--- src/rtl/ram_arbiter.sv ---
// ram_arbiter
//   Shares one data RAM between the CPU control path and a DMA/IO port.
//   Round-robin arbitration between the two ports; every grant performs one
//   RAM access lasting RAM_WAIT+1 cycles, followed by a one-cycle DONE state.
//   While the CPU is idle, the DMA port may chain up to DMA_MAX_BURST accesses
//   back to back without returning to IDLE.
//
// Ports
//   clk, rst_n                       clock (rising edge), async active-low reset
//   cpu_req/wr/addr/wdata            CPU request, level, held until cpu_done
//   cpu_gnt/done/rdata               CPU owns RAM / completion pulse / read data
//   dma_*                            same set for the DMA port
//   ram_cs/rd/wr/addr/wdata          RAM interface (all registered)
//   ram_rdata                        RAM read data
//   busy                             arbiter not idle
module ram_arbiter #(
   parameter int ADDR_W        = 8,
   parameter int DATA_W        = 8,
   parameter int RAM_WAIT      = 1,
   parameter int DMA_MAX_BURST = 4
) (
   input  logic              clk,
   input  logic              rst_n,
   input  logic              cpu_req,
   input  logic              cpu_wr,
   input  logic [ADDR_W-1:0] cpu_addr,
   input  logic [DATA_W-1:0] cpu_wdata,
   output logic              cpu_gnt,
   output logic              cpu_done,
   output logic [DATA_W-1:0] cpu_rdata,
   input  logic              dma_req,
   input  logic              dma_wr,
   input  logic [ADDR_W-1:0] dma_addr,
   input  logic [DATA_W-1:0] dma_wdata,
   output logic              dma_gnt,
   output logic              dma_done,
   output logic [DATA_W-1:0] dma_rdata,
   output logic              ram_cs,
   output logic              ram_rd,
   output logic              ram_wr,
   output logic [ADDR_W-1:0] ram_addr,
   output logic [DATA_W-1:0] ram_wdata,
   input  logic [DATA_W-1:0] ram_rdata,
   output logic              busy
);

   typedef enum logic [1:0] {ST_IDLE, ST_ACCESS, ST_DONE} state_t;

   localparam logic [2:0] WAIT_INIT = 3'(RAM_WAIT);
   localparam logic [3:0] BURST_MAX = 4'(DMA_MAX_BURST);

   // owner / last_owner encoding: 1 = DMA, 0 = CPU
   state_t            state_reg, state_next;
   logic              owner_reg, owner_next;
   logic              last_owner_reg, last_owner_next;
   logic [2:0]        wait_cnt_reg, wait_cnt_next;
   logic [3:0]        burst_cnt_reg, burst_cnt_next;
   logic              wr_reg, wr_next;
   logic [ADDR_W-1:0] addr_reg, addr_next;
   logic [DATA_W-1:0] wdata_reg, wdata_next;
   logic [DATA_W-1:0] cpu_rdata_reg, cpu_rdata_next;
   logic [DATA_W-1:0] dma_rdata_reg, dma_rdata_next;
   logic              ram_cs_reg, ram_cs_next;
   logic              ram_rd_reg, ram_rd_next;
   logic              ram_wr_reg, ram_wr_next;
   logic              cpu_gnt_reg, cpu_gnt_next;
   logic              cpu_done_reg, cpu_done_next;
   logic              dma_gnt_reg, dma_gnt_next;
   logic              dma_done_reg, dma_done_next;
   logic              busy_reg, busy_next;
   logic              pick_dma;
   logic [3:0]        burst_inc;

   always_ff @(posedge clk or negedge rst_n) begin
      if (!rst_n) begin
         state_reg      <= ST_IDLE;
         owner_reg      <= 1'b0;
         last_owner_reg <= 1'b1;   // DMA, so the CPU wins the first tie
         wait_cnt_reg   <= '0;
         burst_cnt_reg  <= '0;
         wr_reg         <= 1'b0;
         addr_reg       <= '0;
         wdata_reg      <= '0;
         cpu_rdata_reg  <= '0;
         dma_rdata_reg  <= '0;
         ram_cs_reg     <= 1'b0;
         ram_rd_reg     <= 1'b0;
         ram_wr_reg     <= 1'b0;
         cpu_gnt_reg    <= 1'b0;
         cpu_done_reg   <= 1'b0;
         dma_gnt_reg    <= 1'b0;
         dma_done_reg   <= 1'b0;
         busy_reg       <= 1'b0;
      end else begin
         state_reg      <= state_next;
         owner_reg      <= owner_next;
         last_owner_reg <= last_owner_next;
         wait_cnt_reg   <= wait_cnt_next;
         burst_cnt_reg  <= burst_cnt_next;
         wr_reg         <= wr_next;
         addr_reg       <= addr_next;
         wdata_reg      <= wdata_next;
         cpu_rdata_reg  <= cpu_rdata_next;
         dma_rdata_reg  <= dma_rdata_next;
         ram_cs_reg     <= ram_cs_next;
         ram_rd_reg     <= ram_rd_next;
         ram_wr_reg     <= ram_wr_next;
         cpu_gnt_reg    <= cpu_gnt_next;
         cpu_done_reg   <= cpu_done_next;
         dma_gnt_reg    <= dma_gnt_next;
         dma_done_reg   <= dma_done_next;
         busy_reg       <= busy_next;
      end
   end

   always_comb begin
      state_next      = state_reg;
      owner_next      = owner_reg;
      last_owner_next = last_owner_reg;
      wait_cnt_next   = wait_cnt_reg;
      burst_cnt_next  = burst_cnt_reg;
      wr_next         = wr_reg;
      addr_next       = addr_reg;
      wdata_next      = wdata_reg;
      cpu_rdata_next  = cpu_rdata_reg;
      dma_rdata_next  = dma_rdata_reg;
      burst_inc       = burst_cnt_reg + 4'd1;
      // DMA wins only if the CPU is not asking, or the CPU was served last
      pick_dma        = dma_req & (~cpu_req | ~last_owner_reg);

      case (state_reg)
         ST_IDLE: begin
            if (cpu_req | dma_req) begin
               owner_next    = pick_dma;
               wr_next       = pick_dma ? dma_wr    : cpu_wr;
               addr_next     = pick_dma ? dma_addr  : cpu_addr;
               wdata_next    = pick_dma ? dma_wdata : cpu_wdata;
               wait_cnt_next = WAIT_INIT;
               state_next    = ST_ACCESS;
            end
         end
         ST_ACCESS: begin
            if (wait_cnt_reg == 3'd0) begin
               if (!wr_reg) begin
                  if (owner_reg) dma_rdata_next = ram_rdata;
                  else           cpu_rdata_next = ram_rdata;
               end
               state_next = ST_DONE;
            end else begin
               wait_cnt_next = wait_cnt_reg - 3'd1;
            end
         end
         ST_DONE: begin
            last_owner_next = owner_reg;
            // burst_inc counts the access just finished
            if (owner_reg && dma_req && !cpu_req && (burst_inc < BURST_MAX)) begin
               wr_next        = dma_wr;
               addr_next      = dma_addr;
               wdata_next     = dma_wdata;
               wait_cnt_next  = WAIT_INIT;
               burst_cnt_next = burst_inc;
               state_next     = ST_ACCESS;
            end else begin
               burst_cnt_next = '0;
               state_next     = ST_IDLE;
            end
         end
         default: state_next = ST_IDLE;
      endcase

      // Outputs are decoded from the next state so they come straight from flops.
      ram_cs_next   = (state_next == ST_ACCESS);
      ram_rd_next   = (state_next == ST_ACCESS) & ~wr_next;
      ram_wr_next   = (state_next == ST_ACCESS) &  wr_next;
      cpu_gnt_next  = (state_next != ST_IDLE) & ~owner_next;
      dma_gnt_next  = (state_next != ST_IDLE) &  owner_next;
      cpu_done_next = (state_next == ST_DONE) & ~owner_next;
      dma_done_next = (state_next == ST_DONE) &  owner_next;
      busy_next     = (state_next != ST_IDLE);
   end

   assign cpu_gnt   = cpu_gnt_reg;
   assign cpu_done  = cpu_done_reg;
   assign cpu_rdata = cpu_rdata_reg;
   assign dma_gnt   = dma_gnt_reg;
   assign dma_done  = dma_done_reg;
   assign dma_rdata = dma_rdata_reg;
   assign ram_cs    = ram_cs_reg;
   assign ram_rd    = ram_rd_reg;
   assign ram_wr    = ram_wr_reg;
   assign ram_addr  = addr_reg;
   assign ram_wdata = wdata_reg;
   assign busy      = busy_reg;

endmodule

--- config.mk ---
export PLATFORM = sky130hd
export DESIGN_NAME = ram_arbiter
export DESIGN_NICKNAME = d
export VERILOG_FILES = /design/src/rtl/ram_arbiter.sv
export SDC_FILE = /design/constraint.sdc
export NUM_CORES = 1
export LEC_CHECK = 0
export CORE_UTILIZATION = 48
export CTS_CLUSTER_SIZE = 30
export DETAILED_ROUTE_END_ITERATION = 8
export GPL_TIMING_DRIVEN = 0
export PLACE_DENSITY = 0.85
export SLEW_MARGIN = 25
export SYNTH_ARGS = -nofsm -noshare
export SYNTH_HDL_FRONTEND = slang
export SYNTH_SLANG_ARGS = --single-unit
--- constraint.sdc ---
create_clock -name clk -period 6.2 [get_ports clk]
set_input_delay 1.24 -clock clk [delete_from_list [all_inputs] [get_ports clk]]
set_output_delay 1.24 -clock clk [all_outputs]
set_load 0.01 [all_outputs]
==> flow_summary.ini, run 1 <==
[min_path]
hp-class = register to register
hold_start = dma_rdata[1]

[timing]
hold_viol = 0
fin_setup_tns_ps = 0
fmax_ghz = 0.316
worst_clock_skew_ps = 7.79
tightest_slew_ps = 682
maxSlewHeadroom = 0.543
setup_viol = 0
rsz0062_at_grt = false
drv_slew = 0
finalCriticalPeriod_ps = 3160
finalCritPeriodShare = 0.510

[yosys]
mappedNetlistNets = 216
syn_area_sq_um = 2400
ys_types = 41
synth_area_leaders = dfrtp_1, mux2_2, mux2_4, ha_1, nand2_1
ys_warn_count = 0
synth-seq-cells = 52
avgSynthCellArea_sq_um = 14.4
synth_top_cell_by_area = dfrtp_1
netlist_instances = 167
netlist.area_leader.share = 0.532
ys_seq_area_frac = 0.543

[grt]
grt.overflow.total = 0
grt_usage = 0.206
grt_first_pass_wirelength_um = 8210
antenna_found_initial = 0
grt_pass1_vias = 1660
grt_max_degree = 53

[finish]
final_common_cell = clkdlybuf4s50_1
syn2layout_area_growth_pct = 42.6
final_layout_size_suffix_gt1_frac = 0.265
final_cell_mix = clkdlybuf4s50_1, dfrtp_1, mux2_2, mux2_4, nand2_1
diodes = 0
nets = 308
fillers = 346
fin_area_sq_um = 3420

[power]
p_clk_frac = 0.116
ir_drop_v = 0.000278
p_seq_frac = 0.357
power_switching_uw = 539
pwr-share-comb = 0.527
cellLeakagePower_uw = 0.00148
swShare = 0.327
pwr_density_cell_nw_per_um2 = 481
p_int_uw = 1110

[clock_network]
clkLatencyLatePin_ps = 300
postCtsSetupBuffers = 0
cts_hold_buf = 0
cts_root_buf = clkbuf_8
htreeDepth = 2
ctsResizeCount = 0
clkTransAtPathRegs_ps = 100
cts_tree = done
cts_buffers = 5
clock_sinks = 52
cts_buffer_depth = 2

[drt]
wl_um = 5100
drc = 0
wl_per_cell_um = 15.6
drtAntennaViolNets = 0
vias = 1652
firstDrtPassIters = 4
via_per_inst = 5.05
drt_iter0_markers = 64

[setup_path]
critPathLaunch = cpu_req
cp-start-kind = input pin
timing.rr.start = burst_cnt_reg[0]
arrival_ps = 3360
cp.required_ps = 6390
worstSetupPathType = input pin to register
regToRegSetupSlack_ps = 3990
cp-end-kind = register
cp_max_fo = 10

[placement]
place_congestion = 0.813
dp_hpwl_um = 3750
port-buffer-count = 85
post_dp_cell_area_sq_um = 3330

[floorplanning]
core-area_sq_um = 4750
start_util = 0.505
row_count = 25
die_y_um = 72.7
die-area_sq_um = 5290
ios = 86
die_w_um = 72.7

[outcome]
status = completed

[job]
drv_cap = 0
kinds of logic (layout without fill, tap and decap cells):
| group | count (synthesis) | after routing | synth area share |
|---|---|---|---|
| xor gates and xnor gates | 4 | 4 | 0.0146 |
| adders and majority gates | 3 | 3 | 0.0156 |
| AOI/OAI and AO/OA | 21 | 21 | 0.0777 |
| and+or+nand+nor | 27 | 27 | 0.0641 |
| DFF | 52 | 52 | 0.543 |
| buffers and inverters | 10 | 103 | 0.0292 |
| muxes | 50 | 50 | 0.256 |
metal layers:
layer | vias to the layer above | routed length (um) | global-route usage
li1 | 794 | - | -
met1 | 793 | 2230 | 0.266
met2 | 60 | 2430 | 0.337
met3 | 5 | 380 | 0.0622
met4 | 0 | 60 | 0.0588
met5 | - | 0 | 0
worst max-delay path, stage by stage:
cell	delay [ps]
clkdlybuf4s50_1	590
nand2_1	150
a21boi_2	400
buf_2	330
mux2_2	370
mux2_4	260
path summary, 6_finish.rpt:
kind,endpoint,depth (start not counted)
max,ram_wdata[6],6
min,dma_rdata[1],1
max reg2reg,ram_wdata[6],6
min reg2reg,dma_rdata[1],1
max in group asynchronous,wr_reg,1
min in group asynchronous,burst_cnt_reg[0],1
power by group through the flow:
stage | Combinational, uW | Sequential (uW) | Clock (uW)
final | 867 | 587 | 192
after global routing | 935 | 606 | 211
after CTS | 876 | 588 | 201
after detailed placement | 869 | 594 | 0
after global placement | 855 | 584 | 0
after floorplan | 430 | 649 | 0
final cells by class:
class / instances / area [sq um] / area share
clock inverters: 3 / 21.3 / 0.00622
clock buffers: 5 / 68.8 / 0.0201
plain buffers: 5 / 51.3 / 0.0150
well taps: 67 / 83.8 / 0.0245
flip-flops and latches: 52 / 1300 / 0.381
multi-input cells: 105 / 1030 / 0.300
repair buffers: 85 / 848 / 0.248
inverters: 5 / 18.8 / 0.00548
stage by stage:
stage	utilization	hold slack [ps]	total power, uW	worst slack (ps)	cells
2_1_floorplan	-	483	1080	3600	167
3_3_place_gp	0.701	487	1440	2380	319
3_5_place_dp	0.701	492	1460	2710	319
4_1_cts	0.720	515	1660	3050	327
5_1_grt	0.720	527	1750	2950	327
6_report	0.720	511	1650	3040	327
Yosys cell counts:
library cell,instances
o221a_2,1
a22oi_1,1
inv_1,5
nor2b_1,1
a32o_1,2
nor4_1,1
nand4b_1,1
o21bai_1,1
mux2_2,35
o31ai_1,1
nor3_1,1
o21ai_4,1
nand2_1,8
or4_4,1
nand2b_4,1
mux2_4,14
buf_6,2
and2_1,2
clkbuf_1,1
nand3_1,2
a21boi_0,3
o32ai_1,1
ha_1,3
o211a_1,2
xnor2_1,1
nand2b_1,1
o22ai_1,1
nor2_1,6
a22o_1,2
nand4bb_1,1
buf_12,1
nor3_2,1
a32oi_1,2
a21boi_2,1
dfrtp_1,51
dfstp_2,1
xor2_1,3
buf_2,1
mux2i_1,1
o21ai_0,1
o21a_1,1
No activity file was read; power rests on OpenSTA's default activity.
==> run 2, diff against run 1 <==
--- a/config.mk
+++ b/config.mk
@@ -5,11 +5,11 @@
 export SDC_FILE = /design/constraint.sdc
 export NUM_CORES = 1
 export LEC_CHECK = 0
-export CORE_UTILIZATION = 48
+export CORE_UTILIZATION = 40
 export CTS_CLUSTER_SIZE = 30
 export DETAILED_ROUTE_END_ITERATION = 8
 export GPL_TIMING_DRIVEN = 0
-export PLACE_DENSITY = 0.85
+export PLACE_DENSITY = 0.76
 export SLEW_MARGIN = 25
 export SYNTH_ARGS = -nofsm -noshare
 export SYNTH_HDL_FRONTEND = slang
==> constraint.sdc (replaced) <==
create_clock -name clk -period 2.89 [get_ports clk]
set_input_delay 0.578 -clock clk [delete_from_list [all_inputs] [get_ports clk]]
set_output_delay 0.578 -clock clk [all_outputs]
set_load 0.01 [all_outputs]
==> flow_summary.ini, run 2 (same netlist as run 1, synthesis figures left out) <==
[placement]
dp.cells = 324
post_dp_cell_area_sq_um = 3340
port-buffer-count = 85
place_congestion = 0.740
place_ws_ps = 31.9
dp_hpwl_um = 3570

[floorplanning]
start_util = 0.425
row_count = 27
die_y_um = 79.5
die_w_um = 79.5
ios = 86
core-area_sq_um = 5640
die-area_sq_um = 6310

[finish]
diodes = 0
fin_area_sq_um = 3430
final_layout_size_suffix_gt1_frac = 0.263
nets = 308
final_common_cell = clkdlybuf4s50_1
fillers = 465
syn2layout_area_growth_pct = 42.9
final_cell_mix = clkdlybuf4s50_1, dfrtp_1, mux2_2, mux2_4, nand2_1
fin_cells = 331

[setup_path]
cp.required_ps = 3080
max_stage_delay_ps = 590
cp-start-kind = input pin
crit_chain = clkdlybuf4s50_1, nand2_1, a21boi_2, buf_2, mux2_2, mux2_4
cp_max_fo = 10
cp_num_buf_inv = 2
cp_top_family = buffers and inverters
critPathSlowestCell = clkdlybuf4s50_1
cp-end-kind = register
worstSetupPathType = input pin to register
arrival_ps = 2700

[grt]
grt_max_degree = 53
grt_first_pass_wirelength_um = 7850
grt_pass1_vias = 1726
grt_usage = 0.161
antenna_found_initial = 0
grt.overflow.total = 0

[clock_network]
postCtsSetupBuffers = 0
htreeDepth = 2
clkLatencyLatePin_ps = 300
cts_buffers = 5
cts_hold_buf = 0
cts_tree = done
cts_root_buf = clkbuf_8
ctsResizeCount = 0
clkTransAtPathRegs_ps = 90
clock_sinks = 52
cts_buffer_depth = 2

[timing]
tightest_slew_ps = 725
maxSlewHeadroom = 0.514
worst_clock_skew_ps = 8.46
finalCriticalPeriod_ps = 2510
fin_ws_ps = 379
setup_viol = 0
rsz0062_at_grt = false
fmax_ghz = 0.398
drv_slew = 0
finalCritPeriodShare = 0.869
hold_viol = 0

[power]
power_switching_uw = 1130
ir_drop_v = 0.000599
p_clk_frac = 0.118
swShare = 0.320
pwr-share-comb = 0.524
cellLeakagePower_uw = 0.00148
pwr_density_cell_nw_per_um2 = 1030
power_uw = 3520
p_int_uw = 2390
p_seq_frac = 0.358

[drt]
wl_um = 4920
wl_per_cell_um = 14.8
via_per_inst = 5.08
drt_iter0_markers = 29
drc = 0
drtAntennaViolNets = 0
vias = 1681
firstDrtPassIters = 4

[min_path]
hp-class = input pin to async pin

[job]
drv_cap = 0

[outcome]
status = completed
[run 2: per-stage QoR]
stage | hold slack (ps) | utilization | setup TNS, ps
after floorplan | 282 | - | 0
after detailed placement | 494 | 0.592 | 0
final | 303 | 0.608 | 0
after global routing | 351 | 0.608 | 0
after global placement | 487 | 0.592 | -13930
after CTS | 326 | 0.608 | 0
[run 2: worst paths after layout]
| kind | end | cells past startpoint | slack [ps] | start |
|---|---|---|---|---|
| worst max register to register | ram_wdata[5] | 6 | 700 | burst_cnt_reg[0] |
| max in group asynchronous | ram_addr[5] | 1 | 2160 | rst_n |
| worst max-delay path | ram_wdata[5] | 6 | 380 | cpu_req |
| worst min-delay path | cpu_rdata[4] | 1 | 300 | rst_n |
| worst min register to register | dma_rdata[5] | 1 | 510 | dma_rdata[5] |
| min in group clk | dma_rdata[5] | 1 | 510 | dma_rdata[5] |
[run 2: per-layer routing]
layer / vias to the layer above / GRT usage / routed length (um)
met3: 6 / 0.0537 / 397
met5: - / 0 / 0
met2: 62 / 0.273 / 2340
met4: 0 / 0.0436 / 57
li1: 790 / - / -
met1: 823 / 0.196 / 2120
[run 2: power by group through the flow]
stage          Clock, uW  Sequential, uW  Combinational [uW]
3_3_place_gp           0            1260                1840
4_1_cts              437            1260                1870
2_1_floorplan          0            1390                 922
5_1_grt              459            1300                1980
3_5_place_dp           0            1280                1860
6_report             416            1260                1840
[run 2: worst reg2reg max path: cells and delay by family (launching register included)]
kind            cells  cell delay [ps]
xor+xnor            1              180
compound gates      1              260
flops               1              420
mux                 1              310
simple gates        1              510
fa+ha+maj           1              220
buf+inv             1              190
[run 2: final cells by class]
cell class | instances | area [sq um] | area share
buffer | 5 | 51.3 | 0.0150
clock buffer | 6 | 82.6 | 0.0241
clock inverter | 1 | 8.76 | 0.00255
inverter | 5 | 18.8 | 0.00547
multi-input combinational | 105 | 1030 | 0.300
sequential | 52 | 1300 | 0.380
tap | 72 | 90.1 | 0.0263
timing repair buffer | 85 | 848 | 0.247
==> run 3, diff against run 2 <==
--- a/config.mk
+++ b/config.mk
@@ -6,9 +6,9 @@
 export NUM_CORES = 1
 export LEC_CHECK = 0
 export CORE_UTILIZATION = 40
+export CTS_CLUSTER_DIAMETER = 150
 export CTS_CLUSTER_SIZE = 30
 export DETAILED_ROUTE_END_ITERATION = 8
-export GPL_TIMING_DRIVEN = 0
 export PLACE_DENSITY = 0.76
 export SLEW_MARGIN = 25
 export SYNTH_ARGS = -nofsm -noshare
==> constraint.sdc (replaced) <==
create_clock -name clk -period 2.89 [get_ports clk]
set_input_delay 0.289 -clock clk [delete_from_list [all_inputs] [get_ports clk]]
set_output_delay 0.289 -clock clk [all_outputs]
set_load 0.01 [all_outputs]
==> flow_summary.ini, run 3 (same netlist as run 1, synthesis figures left out) <==
[grt]
grt_usage = 0.169
busiest_layer = met2
grt_max_degree = 36
grt_pass1_vias = 1672
use_met1 = 0.210
antenna_found_initial = 0
grt.overflow.total = 0
met2_usage = 0.275
grt_util_met3 = 0.0674
grt_first_pass_wirelength_um = 8020

[timing]
rsz0062_at_grt = false
hold_viol = 0
finalCriticalPeriod_ps = 2410
maxSlewHeadroom = 0.537
finalCritPeriodShare = 0.836
fmax_ghz = 0.414
fin_setup_tns_ps = 0
setup_viol = 0
drv_slew = 0
worst_clock_skew_ps = 3.28
tightest_slew_ps = 690

[floorplanning]
die_w_um = 79.5
core-area_sq_um = 5640
die-area_sq_um = 6310
ios = 86
start_util = 0.425
die_y_um = 79.5
row_count = 27

[clock_network]
ctsResizeCount = 0
cts_buffers = 5
htreeDepth = 2
clkTransAtPathRegs_ps = 90
cts_tree = done
cts_buffer_depth = 2
clkLatencyLatePin_ps = 300
cts_root_buf = clkbuf_8
clock_sinks = 52

[setup_path]
timing.rr.start = burst_cnt_reg[0]
cp_max_fo = 12
arrival_ps = 2610
worstSetupPathType = register to register
regToRegSetupSlack_ps = 480
rr_worst_depth = 6
reg2reg_to = ram_wdata[0]
cp-end-kind = register
cp-start-kind = register
cp.required_ps = 3080

[power]
ir_drop_v = 0.000521
swShare = 0.305
power_switching_uw = 1140
p_seq_frac = 0.347
p_clk_frac = 0.177
pwr-share-comb = 0.476
cellLeakagePower_uw = 0.00151
pwr_density_cell_nw_per_um2 = 1080
p_int_uw = 2600

[finish]
diodes = 0
fin_area_sq_um = 3480
syn2layout_area_growth_pct = 45.2
final_cell_mix = clkdlybuf4s50_1, dfrtp_1, mux2_2, mux2_4, nand2_1
fillers = 461
final_layout_size_suffix_gt1_frac = 0.265
multi_input_comb_area_sq_um = 1030
nets = 308
seq_area_sq_um = 1300
final_common_cell = clkdlybuf4s50_1

[drt]
drc = 0
vias = 1676
wl_um = 5090
firstDrtPassIters = 4
drt_iter0_markers = 96
drtAntennaViolNets = 0
wl_per_cell_um = 15.3
via_per_inst = 5.05

[placement]
post_dp_cell_area_sq_um = 3310
port-buffer-count = 85
place_congestion = 0.796
dp_hpwl_um = 3770

[job]
drv_cap = 0

[outcome]
status = completed

[min_path]
hp-class = input pin to async pin
run 3: layer usage:
layer | vias to the layer above | share of wire
met3 | 4 | 0.093
met1 | 816 | 0.43
met2 | 69 | 0.47
met5 | - | 0
met4 | 0 | 0.0067
li1 | 787 | -
run 3: worst max-delay path by stage:
stage               cells past startpoint              from  slack (ps)      endpoint
CTS                                     6  burst_cnt_reg[0]         440  ram_wdata[0]
global route                            6  burst_cnt_reg[0]         360  ram_wdata[2]
finish                                  6  burst_cnt_reg[0]         480  ram_wdata[0]
detailed placement                      6           dma_req         360   ram_addr[3]
floorplan                               6  burst_cnt_reg[0]         820   ram_addr[7]
global placement                        6           dma_req         430  ram_wdata[4]
run 3: cell type report:
| cell class | instances | area share |
|---|---|---|
| flip-flops and latches | 52 | 0.374 |
| multi-input cells | 105 | 0.295 |
| clock inverters | 3 | 0.0259 |
| repair buffers | 90 | 0.254 |
| clock buffers | 5 | 0.0198 |
| inverters | 5 | 0.00539 |
| well taps | 72 | 0.0259 |
run 3: critical path, cell delays in order (launching register included):
cell	delay, ps
dfrtp_1	420
ha_1	220
xor2_1	180
or4_4	510
o21ai_4	400
buf_4	270
mux2_4	310
run 3: stage by stage:
stage          std cells  setup WS, ps  power (uW)   util  hold WS [ps]
3_3_place_gp         323           434        3050  0.587           228
6_report             332           475        3750  0.617           434
3_5_place_dp         323           364        3100  0.587           231
5_1_grt              332           361        3970  0.617           460
4_1_cts              332           441        3780  0.617           436
2_1_floorplan        167           821        2320      -         -6.59
run 3: what timing repair did:
action / 4_1_cts / 5_1_grt
endpoints found under the setup margin: 0 / 0
hold buffers: 1 / 0
hold endpoints to repair: 16 / 0
setup buffers: 0 / 0
run 3: power groups by stage:
stage	combinational [uW]	clock, uW	sequential [uW]
3_5_place_dp	1790	0	1310
4_1_cts	1810	674	1300
6_report	1780	662	1300
2_1_floorplan	922	0	1390
5_1_grt	1920	708	1350
3_3_place_gp	1750	0	1300
